<file path="config.mk">
export PLATFORM = sky130hd
export DESIGN_NAME = fetch_redirect_unit_flat
export DESIGN_NICKNAME = d
export VERILOG_FILES = /design/src/rtl/fetch_redirect_unit_pkg.sv /design/src/rtl/fetch_redirect_unit_if.sv /design/src/rtl/fetch_redirect_unit_pc_register.sv /design/src/rtl/fetch_redirect_unit.sv /design/src/flat_wrapper.sv
export SDC_FILE = /design/constraint.sdc
export NUM_CORES = 1
export LEC_CHECK = 0
export CELL_PAD_IN_SITES_DETAIL_PLACEMENT = 0
export CELL_PAD_IN_SITES_GLOBAL_PLACEMENT = 1
export CORE_ASPECT_RATIO = 1.4
export CORE_MARGIN = 5
export CORE_UTILIZATION = 38
export CTS_CLUSTER_SIZE = 40
export DETAILED_ROUTE_END_ITERATION = 12
export GPL_TIMING_DRIVEN = 0
export HOLD_SLACK_MARGIN = 0.05
export PLACE_DENSITY_LB_ADDON = 0.1
export SYNTH_ARGS = -nofsm -noshare
export SYNTH_HDL_FRONTEND = slang
export SYNTH_SLANG_ARGS = --single-unit
</file>
<file path="constraint.sdc">
create_clock -name i_clock -period 3.7 [get_ports i_clock]
set_input_delay 1.11 -clock i_clock [delete_from_list [all_inputs] [get_ports i_clock]]
set_output_delay 1.11 -clock i_clock [all_outputs]
set_load 0.05 [all_outputs]
</file>
<file path="src/rtl/fetch_redirect_unit_pkg.sv">
// Shared types and defaults for the IF-stage fetch redirect unit.
package fetch_redirect_unit_pkg;

  localparam int unsigned DefaultBitsAddr     = 11;
  localparam int unsigned DefaultCiclosFlush  = 2;
  localparam int unsigned DefaultBitsContador = 2;
  localparam int unsigned ResetPc             = 0;

  typedef enum logic [1:0] {
    StRun    = 2'd0,
    StFlush  = 2'd1,
    StHalted = 2'd2
  } fru_state_e;

endpackage

</file>
<file path="src/rtl/fetch_redirect_unit_if.sv">
// Signal bundle between the ID-stage resolver/hazard logic and the fetch redirect unit.
// Optional statistics ports appear when FETCH_REDIRECT_STATS_EN is defined.
interface fetch_redirect_unit_if
  import fetch_redirect_unit_pkg::*;
#(
  parameter int unsigned CANT_BITS_ADDR = DefaultBitsAddr
);
  logic                      i_enable_etapa;
  logic                      i_stall;
  logic                      i_branch_control;
  logic [CANT_BITS_ADDR-1:0] i_branch_dir;
  logic                      i_halt;
  logic [CANT_BITS_ADDR-1:0] o_pc;
  logic [CANT_BITS_ADDR-1:0] o_adder_pc;
  logic                      o_flush_if_id;
  logic                      o_redirect_pending;
  logic                      o_halted;
`ifdef FETCH_REDIRECT_STATS_EN
  logic [15:0]               o_cant_saltos;
  logic [15:0]               o_cant_burbujas;
`endif

  modport master (
    output i_enable_etapa, i_stall, i_branch_control, i_branch_dir, i_halt,
`ifdef FETCH_REDIRECT_STATS_EN
    input  o_cant_saltos, o_cant_burbujas,
`endif
    input  o_pc, o_adder_pc, o_flush_if_id, o_redirect_pending, o_halted
  );

  modport slave (
    input  i_enable_etapa, i_stall, i_branch_control, i_branch_dir, i_halt,
`ifdef FETCH_REDIRECT_STATS_EN
    output o_cant_saltos, o_cant_burbujas,
`endif
    output o_pc, o_adder_pc, o_flush_if_id, o_redirect_pending, o_halted
  );
endinterface

</file>
<file path="src/rtl/fetch_redirect_unit_pc_register.sv">
// Program counter register: synchronous reset, stage enable, load and increment.
module fetch_redirect_unit_pc_register
  import fetch_redirect_unit_pkg::*;
#(
  parameter int unsigned Width = DefaultBitsAddr
) (
  input  logic             clk_i,
  input  logic             rst_i,
  input  logic             en_i,
  input  logic             load_i,
  input  logic             inc_i,
  input  logic [Width-1:0] load_val_i,
  output logic [Width-1:0] pc_o,
  output logic [Width-1:0] pc_plus1_o
);

  logic [Width-1:0] pc_q;

  // Natural Width-bit wrap gives the silent roll-over to zero.
  assign pc_plus1_o = pc_q + Width'(1);
  assign pc_o       = pc_q;

  always_ff @(posedge clk_i) begin
    if (rst_i) begin
      pc_q <= Width'(ResetPc);
    end else if (en_i) begin
      if (load_i) begin
        pc_q <= load_val_i;
      end else if (inc_i) begin
        pc_q <= pc_plus1_o;
      end
    end
  end

endmodule

</file>
<file path="src/rtl/fetch_redirect_unit.sv">
// IF-stage PC owner: sequential fetch, stall hold, taken-branch redirect with flush bubbles, halt.
// Define FETCH_REDIRECT_STATS_EN to add saturating redirect/bubble counters.
module fetch_redirect_unit
  import fetch_redirect_unit_pkg::*;
#(
  parameter int unsigned CANT_BITS_ADDR     = DefaultBitsAddr,
  parameter int unsigned CANT_CICLOS_FLUSH  = DefaultCiclosFlush,
  parameter int unsigned CANT_BITS_CONTADOR = DefaultBitsContador
) (
  input logic                  i_clock,
  input logic                  i_reset,
  fetch_redirect_unit_if.slave bus
);

  localparam logic [CANT_BITS_CONTADOR-1:0] FlushInit = CANT_BITS_CONTADOR'(CANT_CICLOS_FLUSH - 1);

  fru_state_e                  state_q, state_d;
  logic [CANT_BITS_CONTADOR-1:0] cnt_q, cnt_d;
  logic                        pend_vld_q, pend_vld_d;
  logic [CANT_BITS_ADDR-1:0]   pend_dir_q, pend_dir_d;
  logic                        flush_q;
  logic                        pc_load, pc_inc;
  logic [CANT_BITS_ADDR-1:0]   pc_load_val;

  fetch_redirect_unit_pc_register #(
    .Width (CANT_BITS_ADDR)
  ) u_pc_register (
    .clk_i      (i_clock),
    .rst_i      (i_reset),
    .en_i       (bus.i_enable_etapa),
    .load_i     (pc_load),
    .inc_i      (pc_inc),
    .load_val_i (pc_load_val),
    .pc_o       (bus.o_pc),
    .pc_plus1_o (bus.o_adder_pc)
  );

  always_comb begin
    state_d     = state_q;
    cnt_d       = cnt_q;
    pend_vld_d  = pend_vld_q;
    pend_dir_d  = pend_dir_q;
    pc_load     = 1'b0;
    pc_inc      = 1'b0;
    pc_load_val = pend_dir_q;
    unique case (state_q)
      StRun: begin
        if (bus.i_stall) begin
          // Redirect seen under stall is parked; the latest one wins.
          if (bus.i_branch_control) begin
            pend_vld_d = 1'b1;
            pend_dir_d = bus.i_branch_dir;
          end
        end else if (bus.i_branch_control || pend_vld_q) begin
          // Redirect beats a same-cycle halt: that halt sits on the wrong path.
          pc_load     = 1'b1;
          pc_load_val = bus.i_branch_control ? bus.i_branch_dir : pend_dir_q;
          pend_vld_d  = 1'b0;
          cnt_d       = FlushInit;
          state_d     = StFlush;
        end else if (bus.i_halt) begin
          state_d = StHalted;
        end else begin
          pc_inc = 1'b1;
        end
      end
      StFlush: begin
        pc_inc = 1'b1;
        if (cnt_q == '0) begin
          state_d = StRun;
        end else begin
          cnt_d = cnt_q - CANT_BITS_CONTADOR'(1);
        end
      end
      StHalted: begin
        state_d = StHalted;
      end
      default: begin
        state_d = StRun;
      end
    endcase
  end

  always_ff @(posedge i_clock) begin
    if (i_reset) begin
      state_q    <= StRun;
      cnt_q      <= '0;
      pend_vld_q <= 1'b0;
      pend_dir_q <= '0;
      flush_q    <= 1'b0;
    end else if (bus.i_enable_etapa) begin
      state_q    <= state_d;
      cnt_q      <= cnt_d;
      pend_vld_q <= pend_vld_d;
      pend_dir_q <= pend_dir_d;
      flush_q    <= (state_d == StFlush);
    end
  end

  assign bus.o_flush_if_id      = flush_q;
  assign bus.o_redirect_pending = pend_vld_q;
  assign bus.o_halted           = (state_q == StHalted);

`ifdef FETCH_REDIRECT_STATS_EN
  logic [15:0] saltos_q, burbujas_q;

  always_ff @(posedge i_clock) begin
    if (i_reset) begin
      saltos_q   <= '0;
      burbujas_q <= '0;
    end else if (bus.i_enable_etapa) begin
      if (pc_load && (saltos_q != 16'hFFFF)) begin
        saltos_q <= saltos_q + 16'd1;
      end
      if ((state_d == StFlush) && (burbujas_q != 16'hFFFF)) begin
        burbujas_q <= burbujas_q + 16'd1;
      end
    end
  end

  assign bus.o_cant_saltos   = saltos_q;
  assign bus.o_cant_burbujas = burbujas_q;
`endif

endmodule

</file>
<file path="src/flat_wrapper.sv">
// flat-port wrapper written by rule: the top's interface ports become plain ports
module fetch_redirect_unit_flat import fetch_redirect_unit_pkg::*;
#(
  parameter int unsigned CANT_BITS_ADDR     = DefaultBitsAddr,
  parameter int unsigned CANT_CICLOS_FLUSH  = DefaultCiclosFlush,
  parameter int unsigned CANT_BITS_CONTADOR = DefaultBitsContador
)
  (i_clock, i_reset, bus_i_enable_etapa, bus_i_stall, bus_i_branch_control, bus_i_branch_dir, bus_i_halt, bus_o_pc, bus_o_adder_pc, bus_o_flush_if_id, bus_o_redirect_pending, bus_o_halted);
  fetch_redirect_unit_if #(.CANT_BITS_ADDR(CANT_BITS_ADDR)) bus_i ();
  input logic i_clock;
  input logic i_reset;
  input wire logic [$bits(bus_i.i_enable_etapa)-1:0] bus_i_enable_etapa;
  input wire logic [$bits(bus_i.i_stall)-1:0] bus_i_stall;
  input wire logic [$bits(bus_i.i_branch_control)-1:0] bus_i_branch_control;
  input wire logic [$bits(bus_i.i_branch_dir)-1:0] bus_i_branch_dir;
  input wire logic [$bits(bus_i.i_halt)-1:0] bus_i_halt;
  output wire logic [$bits(bus_i.o_pc)-1:0] bus_o_pc;
  output wire logic [$bits(bus_i.o_adder_pc)-1:0] bus_o_adder_pc;
  output wire logic [$bits(bus_i.o_flush_if_id)-1:0] bus_o_flush_if_id;
  output wire logic [$bits(bus_i.o_redirect_pending)-1:0] bus_o_redirect_pending;
  output wire logic [$bits(bus_i.o_halted)-1:0] bus_o_halted;
  assign bus_i.i_enable_etapa = bus_i_enable_etapa;
  assign bus_i.i_stall = bus_i_stall;
  assign bus_i.i_branch_control = bus_i_branch_control;
  assign bus_i.i_branch_dir = bus_i_branch_dir;
  assign bus_i.i_halt = bus_i_halt;
  assign bus_o_pc = bus_i.o_pc;
  assign bus_o_adder_pc = bus_i.o_adder_pc;
  assign bus_o_flush_if_id = bus_i.o_flush_if_id;
  assign bus_o_redirect_pending = bus_i.o_redirect_pending;
  assign bus_o_halted = bus_i.o_halted;
  fetch_redirect_unit #(.CANT_BITS_ADDR(CANT_BITS_ADDR), .CANT_CICLOS_FLUSH(CANT_CICLOS_FLUSH), .CANT_BITS_CONTADOR(CANT_BITS_CONTADOR)) u_core (.i_clock(i_clock), .i_reset(i_reset), .bus(bus_i));
endmodule
</file>
After elaboration in Yosys (flattened, before gate mapping) --
Cells that the tools add are included.
Storage, ports and cells: register bits after elaboration 28, bits in latches 0, memory bits (writable) 0, memory bits (read-only) 0, input port bits 17, output and inout port bits 25, word-level logic and storage cells 50, memories 0
Operators by class: $add $sub $neg 2, multipliers 0, divide/modulo/power cells 0, order comparisons 0, equal/unequal tests 7, shift-type cells 0, mux-type cells 25, bitwise gates (word level) 0, reductions and logical operators 10
Operators by type and width (count):
- 11-bit two-way mux | 6
- 2-bit two-way mux | 7
- 11-bit by 1-bit adder with 11-bit output (second input constant) | 1
- 1-bit two-way mux | 9
- 2-bit case mux with 3 select lines | 1
- 2-bit nonzero test | 3
- 5-bit AND reduction | 1
- 2-bit by 1-bit equality test with 1-bit output (second input constant) | 2
- 2-bit logical NOT | 2
- 2-bit by 1-bit inequality test with 1-bit output (second input constant) | 2
- 2-bit inequality test (second input constant) | 2
- 2-bit case mux with 2 select lines | 1
- 4-bit AND reduction | 1
- 3-bit AND reduction | 1
- 2-bit equality test (second input constant) | 1
- 1-bit case mux with 2 select lines | 1
- 2-bit AND reduction | 1
- 2-bit by 1-bit subtractor with 2-bit output (second input constant) | 1
- 1-bit logical OR | 1

Depth between registers and ports, before layout --
Gate-level depths: netlist (run 1).
depth in word-level cells 6, mapped depth 7, gate-level depth less buffers 5

By module --
From an unflattened synthesis (run 1), not the netlist that was laid out.
Second synthesis, totals: cell total of the unflattened synthesis 200, area total of the unflattened synthesis 1864.3 sq um
By module, submodules not included:
- fetch_redirect_unit | instances 1, cells an instance 100, area an instance 1023.5 sq um, sequential area each 340.3 sq um
- fetch_redirect_unit_pc_register | instances 1, cells an instance 100, area an instance 840.8 sq um, sequential area each 220.2 sq um

Worst setup path after synthesis (run 1) --
No wires, ideal clock.
path kind register to output, from register u_core.u_pc_register.pc_q[0], in the netlist u_core.u_pc_register.pc_o[0], to output port bus_o_adder_pc[10], data arrival time 2.281 ns, data required time 2.590 ns, setup slack 0.309 ns, cell stages (with the launch flop) 5, buffers on the path 0, path through dfxtp_1 ha_1 and3_1 nand4_1 xnor2_1
Between the ends: word-level cells in the longest chain between the ends 1
RTL lines:
- start, declared | line fetch_redirect_unit_pc_register.sv:17 | logic [Width-1:0] pc_q;
- start signal, assigned | line fetch_redirect_unit_pc_register.sv:25 | pc_q <= Width'(ResetPc);
- start signal, assigned | line fetch_redirect_unit_pc_register.sv:28 | pc_q <= load_val_i;
- start signal, assigned | line fetch_redirect_unit_pc_register.sv:30 | pc_q <= pc_plus1_o;
- 11-bit by 1-bit adder with 11-bit output | line fetch_redirect_unit_pc_register.sv:20 | assign pc_plus1_o = pc_q + Width'(1);
- end, declared | line flat_wrapper.sv:18 | output wire logic [$bits(bus_i.o_adder_pc)-1:0] bus_o_adder_pc;
Every way passes these cells.

Worst setup path in the final report (run 1) --
from register u_core.u_pc_register.pc_q[0], in the netlist u_core.u_pc_register.pc_o[0], to output port bus_o_adder_pc[8]
The elaborated chain is that of the path after synthesis.

==> summary.txt, run 1 <==
Synthesis
  – Average cell area after synthesis: 8.49 sq um
  – Area contributors post-synth: dfxtp_1 (34%), mux2i_1 (6.8%), a211oi_1 (6.4%), a21oi_1 (4.9%), nand3_1 (3.4%)
  – Sequential element share of the synthesized area: 0.344
  – Yosys top cell by area: dfxtp_1
  – Synth Net Count: 211
  – Cells after Synth: 192
  – Post-synth EDFFs: 0
  – Async set-reset flop share out of synthesis: 0
  – Post-synth top flop: dfxtp_1
  – Yosys warnings: 0
  – FF+latch count, synth: 28
  – Synth unique cells: 43
  – Share of the synthesized area in the top cell type: 0.344
  – Mapped cell area: 1630 sq um

Floorplanning
  – Num ports: 42
  – Row count: 28
  – Die height: 87.5 um
  – Initial Util: 0.388
  – Width of the die: 65.4 um
  – Die area: 5720 sq um
  – Core area: 4200 sq um

CTS
  – H-tree level count: 1
  – Max clock buf depth: 2
  – Clock Pin Slew Worst Setup and Hold Paths: 0.11 ns
  – CTS tree: yes
  – Setup Buffers After CTS: 0
  – CTS buffer count: 3
  – CTS Sinks: 28
  – Worst-Skew Late Latency: 0.28 ns
  – Root Driver: clkbuf_8

Worst setup path
  – Startpoint types: flip-flop
  – Cell family with most CP delay: buffers and inverters
  – Critical Path Max Stage Delay: 0.72 ns
  – Worst EP arrival: 2.40 ns
  – Buf/Inv on CP: 1
  – Crit path max fanout: 7
  – FF-to-FF End: u_core.u_pc_register.pc_o[10]
  – Worst path cell trace: ha_1, nand3_1, o21ai_0, nand2_1, clkdlybuf4s50_1
  – Slowest CP cell: clkdlybuf4s50_1
  – Critical path type: flip-flop to output port
  – Worst Setup End Kind: output port
  – WP data required: 2.59 ns
  – Worst reg2reg path startpoint: u_core.state_q[0]
  – Reg2reg path depth: 5
  – FF-to-FF setup slack: 1.86 ns

Final layout
  – Final net count: 255
  – Layout cells sized above 1: 0.102
  – Commonest non-fill, non-tap cell in the layout: clkdlybuf4s50_1
  – Area grow syn2layout: 31.0%
  – Leading cell types in the layout, fill and taps excluded: clkdlybuf4s50_1 (36), dfxtp_1 (28), a21oi_1 (16), a211oi_1 (14)
  – Inserted Diodes: 0

STA
  – Final Skew: 0.00924 ns
  – Hold Fails Final Rpt: 0
  – Final setup viols: 0
  – Aggregate negative setup slack: 0 ns
  – Maximum clock frequency: 285 MHz
  – Slew HR: 0.582
  – RSZ-0062 raised after global routing: no
  – Min Tclk post-route: 3.51 ns
  – Slew @ Worst Pin: 0.622 ns
  – Final-report max-slew violation count: 0
  – Fin crit share: 0.949
  – Final WS setup: 0.189 ns

Global routing
  – Vias in the first global route: 1614
  – Total grt overflow: 0
  – Largest net degree at the start of global routing: 16
  – Antenna violations before repair: 0
  – First-pass GRT wire length: 7.64 mm
  – Gr usage total: 0.168

Min path
  – Worst Hold Endpoint: u_core.pend_dir_q[9]
  – Hold Crit Class: flip-flop to flip-flop
  – Hold path cells: 2
  – Min-delay src: u_core.pend_dir_q[9]

Power
  – Lkg Pwr: 0.000815 uW
  – VDD IR-drop max: 0.153 mV
  – PwrDens: 334 nW/um^2

Placed design
  – Routability cong.: 0.831
  – Place WS: 0.331 ns
  – Dpl hpwl: 3.46 mm
  – Count of buffers from port buffering: 39

Route
  – Vias per cell: 5.63
  – ANT nets after route: 0
  – Routed wire length: 4.59 mm
  – DRT Pass-1 Iters: 4
  – Drt first-iter violations: 70
  – Via Count: 1575
  – DRC: 0
  – WL/cell: 16.4 um

Run status
  – Status: finished clean

Run
  – Maxcap violations: 0
logic make-up (layout without fill, tap and decap cells):
group | count (synthesis) | count (layout) | synth area share
AO/OA/AOI/OAI | 58 | 58 | 0.246
AND/OR/NAND/NOR | 69 | 69 | 0.235
XOR/XNOR | 4 | 4 | 0.0215
flip-flops | 28 | 28 | 0.344
buffers and inverters | 19 | 62 | 0.0645
multiplexers | 12 | 12 | 0.0744
adder cells (fa/ha/maj) | 2 | 2 | 0.0153
state kept, by name, indices dropped and copies added, names as in the netlist:
register / cells
u_core.pend_dir_q: 11
u_core.u_pc_register.pc_o: 11
u_core.cnt_q: 2
u_core.state_q: 2
u_core.bus.o_flush_if_id: 1
u_core.bus.o_redirect_pending: 1
stage by stage:
| stage | hold WS, ns | cell area (sq um) | power [uW] | util | instances |
|---|---|---|---|---|---|
| 2_1_floorplan | 0.436 | 1630 | 460 | - | 192 |
| 3_3_place_gp | 0.444 | 2080 | 519 | 0.494 | 276 |
| 3_5_place_dp | 0.459 | 2080 | 523 | 0.494 | 276 |
| 4_1_cts | 0.475 | 2130 | 718 | 0.507 | 280 |
| 5_1_grt | 0.487 | 2140 | 745 | 0.508 | 280 |
| 6_report | 0.476 | 2140 | 713 | 0.508 | 280 |
worst reg2reg max path, stage by stage (launching register included):
cell	delay, ns
dfxtp_1	0.38
buf_2	0.20
nor3_1	0.33
clkbuf_1	0.43
nor3_1	0.10
a211o_1	0.30
layout make-up:
cell class	count	area (sq um)
fill	427	2070
multi-input combinational	145	965
sequential	28	561
timing repair buffer	39	394
buffer	13	82.6
tap	45	56.3
clock buffer	4	55.1
inverter	6	22.5
power by group:
| group | internal [uW] | switching [uW] | total (uW) | leakage (uW) |
|---|---|---|---|---|
| Combinational | 72.5 | 112 | 184 | 0.000558 |
| Clock | 95.4 | 102 | 197 | 0.0000288 |
| Sequential | 317 | 14.2 | 331 | 0.000228 |
| Total | 485 | 228 | 713 | 0.000815 |
layer usage:
metal  GRT usage  vias to the layer above  part of all wire
li1            -                      805                 -
met1       0.201                      728              0.44
met2       0.310                       36              0.51
met3      0.0207                        6             0.034
met4      0.0472                        0             0.014
met5           0                        -                 0
Yosys cell counts, types with 2 or more instances:
cell type   n
nor3_1     10
xnor2_1     3
a211o_1     3
o21ai_0     8
a32o_1      2
nand4_1     3
nand2b_1    4
inv_1       6
o211ai_1    2
a211oi_1   14
nor4b_1     2
clkbuf_1    6
nand3_1    11
or3_1       2
nor2b_1     2
dfxtp_1    28
a21oi_1    16
buf_2       3
o21a_1      3
mux2i_1    11
or2_2       5
nor2_1     11
nor4_1      5
o21ai_2     2
ha_1        2
buf_6       4
nand2_1     8
worst max path at each step:
stage                                  from                 end  slack (ns)  cells past startpoint
2_1_floorplan  u_core.u_pc_register.pc_o[0]  bus_o_adder_pc[10]        0.31                      4
4_1_cts        u_core.u_pc_register.pc_o[0]   bus_o_adder_pc[6]        0.07                      5
6_report       u_core.u_pc_register.pc_o[0]   bus_o_adder_pc[8]        0.19                      5
3_3_place_gp   u_core.u_pc_register.pc_o[0]  bus_o_adder_pc[10]        0.33                      5
5_1_grt        u_core.u_pc_register.pc_o[0]   bus_o_adder_pc[8]        0.06                      5
3_5_place_dp   u_core.u_pc_register.pc_o[0]  bus_o_adder_pc[10]        0.33                      5
what timing repair did:
item                                   4_1_cts  5_1_grt
hold buffers                                 0        0
setup endpoints to repair                    1        2
gates resized for setup                      1        2
endpoints found under the hold margin        0        0
(Power assumes the default switching activity.)
==> inputs of run 2 (changes only) <==
--- a/config.mk
+++ b/config.mk
@@ -9,7 +9,7 @@
 export CELL_PAD_IN_SITES_GLOBAL_PLACEMENT = 1
 export CORE_ASPECT_RATIO = 1.4
 export CORE_MARGIN = 5
-export CORE_UTILIZATION = 38
+export CORE_UTILIZATION = 35
 export CTS_CLUSTER_SIZE = 40
 export DETAILED_ROUTE_END_ITERATION = 12
 export GPL_TIMING_DRIVEN = 0
==> constraint.sdc (replaced) <==
create_clock -name i_clock -period 3.3 [get_ports i_clock]
set_input_delay 0.99 -clock i_clock [delete_from_list [all_inputs] [get_ports i_clock]]
set_output_delay 0.99 -clock i_clock [all_outputs]
set_load 0.05 [all_outputs]
==> run 2 against run 1 <==
Compared with the run above:
- sequential share of layout area down 0.26 points
- utilization shrank 3.2 points
- non-clock buffer count did not move
- critical endpoint is now bus_o_adder_pc[9]
- clock-buffer cell count down 1
- clock power is 41% higher
- via count increased by 1.5%
- die area increased by 7.4%
==> summary.txt, run 2 (synthesis gave the netlist of run 1 again) <==
Run status
  – Status: finished clean

Final layout
  – Area grow syn2layout: 32.3%
  – Inserted Diodes: 0 (unchanged)
  – Layout cells sized above 1: 0.111 (+0.00851)
  – Fill cell instance count of the final layout: 472 (+11%)
  – Final net count: 255 (unchanged)
  – Leading cell types in the layout, fill and taps excluded: clkdlybuf4s50_1 (32), dfxtp_1 (28), a21oi_1 (16), a211oi_1 (14)
  – Area of the multi-input gates: 965 sq um (unchanged)
  – Commonest non-fill, non-tap cell in the layout: clkdlybuf4s50_1
  – Register Area: 561 sq um (unchanged)

CTS
  – Root Driver: clkbuf_8
  – CTS tree: yes
  – PostCTS Resize Cnt: 6 (+5)
  – H-tree level count: 1 (unchanged)
  – CTS buffer count: 3 (unchanged)
  – CTS Sinks: 28 (unchanged)
  – Setup Buffers After CTS: 0 (unchanged)
  – Worst-Skew Late Latency: 0.29 ns (about the same)
  – Max clock buf depth: 2 (unchanged)
  – Clock Pin Slew Worst Setup and Hold Paths: 0.10 ns (about the same)
  – # hold bufs at CTS: 0 (unchanged)

Floorplanning
  – Die area: 6140 sq um (+7.4%)
  – Num ports: 42 (unchanged)
  – Row count: 29 (+3.6%)
  – Die height: 90.8 um (+3.7%)
  – Width of the die: 67.7 um (+3.6%)
  – Initial Util: 0.359 (-0.0283)
  – Core area: 4540 sq um (+7.9%)

STA
  – Hold Fails Final Rpt: 0 (unchanged)
  – Final WS setup: 0.166 ns (-0.0237 ns)
  – Slew @ Worst Pin: 0.696 ns (+0.0735 ns)
  – Final setup viols: 0 (unchanged)
  – Final Skew: 0.00444 ns (-0.00480 ns)
  – RSZ-0062 raised after global routing: no
  – Final-report max-slew violation count: 0 (unchanged)
  – Min Tclk post-route: 3.13 ns
  – Slew HR: 0.533 (-0.0494)
  – Aggregate negative setup slack: 0 ns (unchanged)
  – Maximum clock frequency: 319 MHz
  – Fin crit share: 0.950

Route
  – Vias per cell: 5.38 (-4.3%)
  – Drt first-iter violations: 74 (+5.7%)
  – WL/cell: 15.7 um (-4.3%)
  – DRC: 0 (unchanged)
  – Via Count: 1598 (+1.5%)
  – DRT Pass-1 Iters: 4 (unchanged)
  – Routed wire length: 4.65 mm (+1.5%)
  – ANT nets after route: 0 (unchanged)

Power
  – Lkg Pwr: 0.000820 uW (+0.62%)
  – VDD IR-drop max: 0.151 mV (-1.5%)
  – PwrDens: 397 nW/um^2 (+19%)
  – Total power: 856 uW (+20%)

Min path
  – Hold Crit Class: flip-flop to flip-flop
  – Min-delay src: u_core.pend_dir_q[9]

Worst setup path
  – WP data required: 2.31 ns (-0.28 ns)
  – Reg2reg path depth: 5 (unchanged)
  – Worst setup path startpoint: u_core.u_pc_register.pc_o[0]
  – Crit path max fanout: 7 (unchanged)
  – FF-to-FF setup slack: 1.46 ns (-0.40 ns)
  – Startpoint types: flip-flop
  – Worst Setup End Kind: output port
  – Worst EP arrival: 2.14 ns (-0.26 ns)
  – Critical path type: flip-flop to output port
  – FF-to-FF End: u_core.u_pc_register.pc_o[10]
  – Worst reg2reg path startpoint: u_core.state_q[0]
  – Critical Path End: bus_o_adder_pc[9]

Placed design
  – Place WS: 0.0764 ns (-0.255 ns)
  – Routability cong.: 0.809 (-2.6%)
  – Count of buffers from port buffering: 39 (unchanged)
  – Dpl hpwl: 3.57 mm (+3.2%)

Global routing
  – Antenna violations before repair: 0 (unchanged)
  – First-pass GRT wire length: 7.51 mm (-1.7%)
  – Total grt overflow: 0 (unchanged)
  – Vias in the first global route: 1627 (+0.81%)
  – Gr usage total: 0.159 (-0.00856)
  – Largest net degree at the start of global routing: 17 (+1)

Run
  – Maxcap violations: 0 (unchanged)
[run 2: cell count changes in the layout (fill, tap and decap cells not counted), sizes merged]
cell and delta:
clkdlybuf4s50 -4, dlymetal6s2s -1, clkbuf +1, dlygate4sd2 +3, bufinv +1
[run 2: where the power goes]
group          total [uW]  leakage (uW)  internal, uW  switching (uW)
clock network         278     0.0000357           163             115
logic                 206      0.000556          79.7             126
registers             372      0.000228           355            16.4
[run 2: worst min-delay path by stage]
stage / end / slack [ns] / depth (start not counted)
2_1_floorplan: u_core.pend_dir_q[10] / 0.44 / 2
3_3_place_gp: u_core.pend_dir_q[9] / 0.44 / 2
3_5_place_dp: u_core.pend_dir_q[10] / 0.45 / 2
4_1_cts: u_core.pend_dir_q[10] / 0.47 / 2
5_1_grt: u_core.pend_dir_q[9] / 0.49 / 2
6_report: u_core.pend_dir_q[9] / 0.46 / 2
[run 2: final cells by class]
cell class                      count  share of cell area
Multi-Input combinational cell    145               0.447
Sequential cell                    28               0.260
Buffer                             13              0.0383
Clock buffer                        3              0.0191
Tap cell                           62              0.0360
Clock inverter                      1              0.0139
Timing Repair Buffer               39               0.175
Inverter                            6              0.0104
[run 2: through the flow]
stage               hold slack [ns]  cell area [sq um]  utilization  cells
detailed placement            0.452               2100        0.463    293
global placement              0.444               2100        0.463    293
global route                  0.491               2160        0.476    297
floorplan                     0.436               1630            -    192
CTS                           0.468               2160        0.477    297
finish                        0.465               2160        0.476    297
[run 2: metal layers]
metal | vias up | track usage | part of all wire
li1 | 806 | - | -
met5 | - | 0 | 0
met4 | 0 | 0.0931 | 0.045
met3 | 13 | 0.0274 | 0.044
met2 | 36 | 0.259 | 0.49
met1 | 743 | 0.188 | 0.42
[run 2: worst max-delay path, stage by stage, from the launching register on]
cell and delay [ns]:
dfxtp_1 0.48, nand4_1 0.30, o31a_1 0.37, or2_2 0.29, dlygate4sd2_1 0.42
==> inputs of run 3 (changes only) <==
--- a/config.mk
+++ b/config.mk
@@ -13,7 +13,7 @@
 export CTS_CLUSTER_SIZE = 40
 export DETAILED_ROUTE_END_ITERATION = 12
 export GPL_TIMING_DRIVEN = 0
-export HOLD_SLACK_MARGIN = 0.05
+export HOLD_SLACK_MARGIN = 0.03
 export PLACE_DENSITY_LB_ADDON = 0.1
 export SYNTH_ARGS = -nofsm -noshare
 export SYNTH_HDL_FRONTEND = slang
==> results of run 3 <==
Same layout as run 2: the final DEF is identical, and so are final timing and power.
